===== src/rtl/adma_as_atx_split.sv =====
// Purpose: split one DMA TX descriptor into AXI address transactions (burst- and 4KB-bounded).
// Latency: descriptor accepted -> first ATX valid next cycle; one ATX per cycle while credit allows.
// Backpressure: atx_vld held stable until atx_rdy; issue stalls at ATX_NUM_OSTD outstanding ATXs.
module adma_as_atx_split #(
    parameter int ADDR_W        = 32,
    parameter int DMA_LENGTH_W  = 16,
    parameter int DATA_BYTES    = 4,
    parameter int ATX_MAX_BEATS = 16,
    parameter int ATX_NUM_OSTD  = 4
) (
    input  logic                                  clk,
    input  logic                                  rst_n,
    input  logic                                  tx_vld,
    output logic                                  tx_rdy,
    input  logic [ADDR_W-1:0]                     tx_addr,
    input  logic [DMA_LENGTH_W-1:0]               tx_len,
    output logic                                  atx_vld,
    input  logic                                  atx_rdy,
    output logic [ADDR_W-1:0]                     atx_addr,
    output logic [7:0]                            atx_len,
    output logic                                  atx_start,
    output logic                                  atx_start_last,
    input  logic                                  atx_done,
    output logic [$clog2(ATX_NUM_OSTD+1)-1:0]     ostd_cnt
);

    localparam int CNT_W = $clog2(ATX_NUM_OSTD + 1);
    localparam int REM_W = DMA_LENGTH_W + 1;
    localparam int OFF_W = $clog2(DATA_BYTES);
    // Beat arithmetic width: wide enough for both the remaining count and the 4KB page term.
    localparam int MW    = (REM_W > 13) ? REM_W : 13;
    localparam logic [ADDR_W-1:0] LOW_MASK = ADDR_W'(DATA_BYTES - 1);

    typedef enum logic {
        S_IDLE,
        S_SPLIT
    } state_t;

    state_t             r_state;
    state_t             w_state_nxt;
    logic [ADDR_W-1:0]  r_cur_addr;
    logic [REM_W-1:0]   r_remain;
    logic [CNT_W-1:0]   r_ostd_cnt;

    logic [MW-1:0]      w_bnd_beats;
    logic [MW-1:0]      w_rem_ext;
    logic [MW-1:0]      w_beats;
    logic               w_split;
    logic               w_credit_ok;
    logic               w_last;
    logic               w_hs;
    logic               w_tx_acc;
    logic               w_dec;

    assign w_split     = (r_state == S_SPLIT);
    assign w_rem_ext   = MW'(r_remain);
    // Beats left before the next 4KB page; never zero since the address is beat-aligned.
    assign w_bnd_beats = MW'((13'd4096 - {1'b0, r_cur_addr[11:0]}) >> OFF_W);

    // Beats in the current ATX: smallest of remaining, burst limit and page limit.
    always_comb begin
        w_beats = w_rem_ext;
        if (MW'(ATX_MAX_BEATS) < w_beats) begin
            w_beats = MW'(ATX_MAX_BEATS);
        end
        if (w_bnd_beats < w_beats) begin
            w_beats = w_bnd_beats;
        end
    end

    assign w_last      = (w_rem_ext == w_beats);
    // Registered count only: a done in this cycle frees the credit next cycle, keeping vld stable.
    assign w_credit_ok = (r_ostd_cnt < CNT_W'(ATX_NUM_OSTD));
    assign w_hs        = atx_vld & atx_rdy;
    assign w_tx_acc    = tx_vld & tx_rdy;
    assign w_dec       = atx_done & (r_ostd_cnt != '0);

    assign tx_rdy         = (r_state == S_IDLE);
    assign atx_vld        = w_split & w_credit_ok;
    assign atx_addr       = w_split ? r_cur_addr : '0;
    assign atx_len        = w_split ? 8'(w_beats - MW'(1)) : 8'd0;
    assign atx_start_last = w_split & w_last;
    assign atx_start      = w_hs;
    assign ostd_cnt       = r_ostd_cnt;

    // State register.
    always_ff @(posedge clk or negedge rst_n) begin
        if (!rst_n) begin
            r_state <= S_IDLE;
        end else begin
            r_state <= w_state_nxt;
        end
    end

    // Next state: leave IDLE on descriptor accept, return after the final ATX handshake.
    always_comb begin
        w_state_nxt = r_state;
        case (r_state)
            S_IDLE:  if (w_tx_acc) w_state_nxt = S_SPLIT;
            S_SPLIT: if (w_hs && w_last) w_state_nxt = S_IDLE;
            default: w_state_nxt = S_IDLE;
        endcase
    end

    // Address / remaining-beat tracking: load on accept, advance on each ATX handshake.
    always_ff @(posedge clk or negedge rst_n) begin
        if (!rst_n) begin
            r_cur_addr <= '0;
            r_remain   <= '0;
        end else if (w_tx_acc) begin
            r_cur_addr <= tx_addr & ~LOW_MASK;
            r_remain   <= REM_W'(tx_len) + REM_W'(1);
        end else if (w_hs) begin
            r_cur_addr <= r_cur_addr + (ADDR_W'(w_beats) << OFF_W);
            r_remain   <= r_remain - REM_W'(w_beats);
        end
    end

    // Outstanding-ATX credit counter; a done with nothing outstanding is dropped.
    always_ff @(posedge clk or negedge rst_n) begin
        if (!rst_n) begin
            r_ostd_cnt <= '0;
        end else begin
            r_ostd_cnt <= r_ostd_cnt + CNT_W'(w_hs) - CNT_W'(w_dec);
        end
    end

endmodule


===== config.mk =====
export PLATFORM = sky130hd
export DESIGN_NAME = adma_as_atx_split
export DESIGN_NICKNAME = d
export VERILOG_FILES = /design/src/rtl/adma_as_atx_split.sv
export SDC_FILE = /design/constraint.sdc
export NUM_CORES = 1
export LEC_CHECK = 0
export BUFFER_PORTS_ARGS = -buffer_cell sky130_fd_sc_hd__buf_2
export CAP_MARGIN = 25
export CORE_UTILIZATION = 39
export CTS_CLUSTER_SIZE = 40
export DETAILED_ROUTE_END_ITERATION = 10
export GPL_TIMING_DRIVEN = 0
export PLACE_DENSITY_LB_ADDON = 0.08
export SLEW_MARGIN = 20
export SYNTH_ARGS = -nofsm -noshare
export SYNTH_HDL_FRONTEND = slang
export SYNTH_SLANG_ARGS = --single-unit

===== constraint.sdc =====
create_clock -name clk -period 4.83 [get_ports clk]
set_input_delay 1.2075 -clock clk [delete_from_list [all_inputs] [get_ports clk]]
set_output_delay 1.2075 -clock clk [all_outputs]
set_load 0.01 [all_outputs]

==> metrics <==
RSZ-0062 raised after global routing yes; CTS tree yes; hold endpoint r_cur_addr[26]; sequential element share of the synthesized area between 20% and 30%; Vias/cell approximately 5.6; hold_sp r_cur_addr[26]; Core Region 0.01340 sq mm; Inst Count DP 968; CP required about 3.6 ns; Crit Path Category reg2out; Crit Path Max Fanout 4; share of cells above drive strength 1 between 20% and 30%; GPL Wtd Cong roughly 0.94; Max Freq 178.8 MHz; clock latency on the worst-skew pair 0.31 ns; power density cells 805.9 mW/mm^2; max-cap violations 0; Slew Viols, Final 0; status complete, but fails checks; CP endpoint kind primary output; Tightest Hold Check Type reg2reg; Yosys warnings 0; drt wl/cell about 18 um; worst path arrival time between 4 and 5 ns; GRT overflow 0; initial antenna violation count 0; Mapped Avg Cell Area slightly below 8 sq um; std cell rows 42; minimum clock period roughly 5.6 ns; fin crit share 115.8%; Core Util, Final about 53%; count of final hold-check violations 0; first-pass GRT wire length 28160 um; CP Launch Type flop; Synth Cell Area between 0.005 and 0.006 sq mm; CTS Buffer Depth 2; DR iter-0 viols about 420; Tightest Pin Transition 0.7568 ns; slack of the critical path -0.7623 ns; hold_buf cts 0; GRT Total Usage around a quarter; async set-reset flop share out of synthesis 100.0%; I/O pin cnt 100; area delta synth->final 32.39%; Root Buffer clkbuf_16; hpwl dp 13410 um; most frequent cells in the layout buf_2 (96), nand2_1 (65), a21oi_1 (48), dfrtp_1 (48), nor2_1 (45); clk sinks 51; FF-to-FF setup slack -0.03 ns; Initial Util about two fifths; DR pass1 iterations 7; port bufs 95; WHS Path Cells 1; ant diodes 0; total power between 0.005 and 0.006 W; commonest non-fill, non-tap cell in the layout buf_2; Leak Pwr about 3.1 nW; Post-Syn Instances a little under 700; failing checks setup timing; synth unique cells 73; final-layout fill cell count about 1300; post-route ant nets 0; die width 119.8 um; # setup viols final 5; Nets about 940; ys flop type dfrtp_1; r2r endpoint r_remain[16]; largest net degree at the start of global routing between 50 and 60; relative slew slack 49.55%; area taken by multi-input logic gates between 0.004 and 0.005 sq mm; VDD IR max 270.1 uV; Worst-path clk slew 0.08 ns; fin cells slightly above 1000; number of synthesized flops with an enable pin 0; die height 119.8 um; TNS Setup -1.722 ns; RR Startpoint r_cur_addr[4]; htree depth 2; Layout Skew 0.01216 ns; storage element area about 0.0013 sq mm; r2r worst-path depth 23; final wirelength between 15000 and 20000 um; DR vias 5657; Yosys reg bits 51; number of global-route vias before repair around 5400; Num CTS Buffers 5; die area about 0.014 sq mm; drt drc 0
[metrics by stage]
step	hold slack, ns	instance area, sq um	setup WS (ns)
after detailed placement	0.5325	6205	-0.8426
after floorplan	0.4917	5507	0.02204
after CTS	0.5483	6769	-0.7051
after global routing	0.5647	7159	-0.9271
after global placement	0.5273	6202	-0.8289
final	0.5464	7159	-0.7623
[synth_stat cells (all sizes together) (4+ instances only)]
master	number	area (sq um)
clkbuf	19	71.32
buf	12	67.56
or3	8	50.05
a21oi	57	289.0
ha	50	625.6
o21ai	38	197.7
inv	32	120.1
nand2	71	281.5
o22ai	13	81.33
dfrtp	51	1276
a211oi	13	120.1
nor4	10	68.81
a21o	12	90.09
a31oi	9	56.30
and3	15	95.09
nand3	21	110.1
xor2	24	210.2
xnor2	35	306.5
nor2b	6	37.54
nand2b	9	56.30
a2111oi	4	78.82
nand4	7	43.79
nor3	14	75.07
mux2i	5	50.05
o21bai	5	37.54
o211ai	7	57.55
nor2	50	195.2
and2	36	225.2
[worst max path at each step]
stage | end | from | slack (ns)
floorplan | atx_start_last | r_remain[9] | 0.02
global placement | atx_start_last | r_cur_addr[6] | -0.83
detailed placement | atx_start_last | r_cur_addr[6] | -0.84
CTS | atx_start_last | r_cur_addr[5] | -0.71
global route | atx_start_last | r_cur_addr[4] | -0.93
finish | atx_start_last | r_cur_addr[4] | -0.76
[final cells by class]
cell class | instances | share of cell area, %
Buffer | 30 | 2.429
Clock buffer | 6 | 1.940
Clock inverter | 2 | 0.4893
Inverter | 32 | 1.678
Multi-Input combinational cell | 583 | 61.36
Sequential cell | 51 | 17.88
Tap cell | 176 | 3.076
Timing Repair Buffer | 135 | 11.15
[power breakdown]
group	switching (W)	internal (W)
combinational	0.00238	0.00205
sequential	0.000273	0.000627
clock	0.000179	0.000259
total	0.00283	0.00294
[cells by family (layout without fill, tap and decap cells)]
logic type	Yosys count	after routing	share of synthesized area (%)
compound gates	183	183	22.63
xor+xnor	59	59	9.556
fa+ha+maj	53	53	12.68
buf+inv	63	205	4.789
flops	51	51	23.60
mux	7	7	1.342
other cells	2	19	0.1389
simple gates	262	262	25.27
[sequential cells by signal, summed over array words and instances (netlist names)]
signal	count
r_cur_addr	30
r_state	1
ostd_cnt	3
r_remain	17
[routing by layer]
layer	GRT usage [%]	share of wire, %	vias to the layer above
met3	3.897	4.2	38
met5	0	0	-
li1	-	-	2748
met4	8.906	2.9	0
met1	34.35	47	2688
met2	41.11	46	183
[critical path: stages (launching register included)]
cell	delay [ns]
dfrtp_1	0.40
buf_6	0.14
nor4_4	0.28
nand4b_1	0.19
xor2_2	0.25
ha_1	0.28
a21o_1	0.17
a21oi_2	0.20
nand4_1	0.13
a21oi_2	0.24
buf_4	0.15
buf_4	0.11
mux2i_4	0.24
inv_2	0.07
ha_4	0.27
nand4_1	0.09
or4_4	0.52
nor4_4	0.16
buf_2	0.17
[timing repair]
action,4_1_cts,5_1_grt
setup buffers,21,20
pin swaps,18,29
setup endpoints to repair,28,33
gates resized for setup,53,51
No activity file was read; power rests on OpenSTA's default activity.
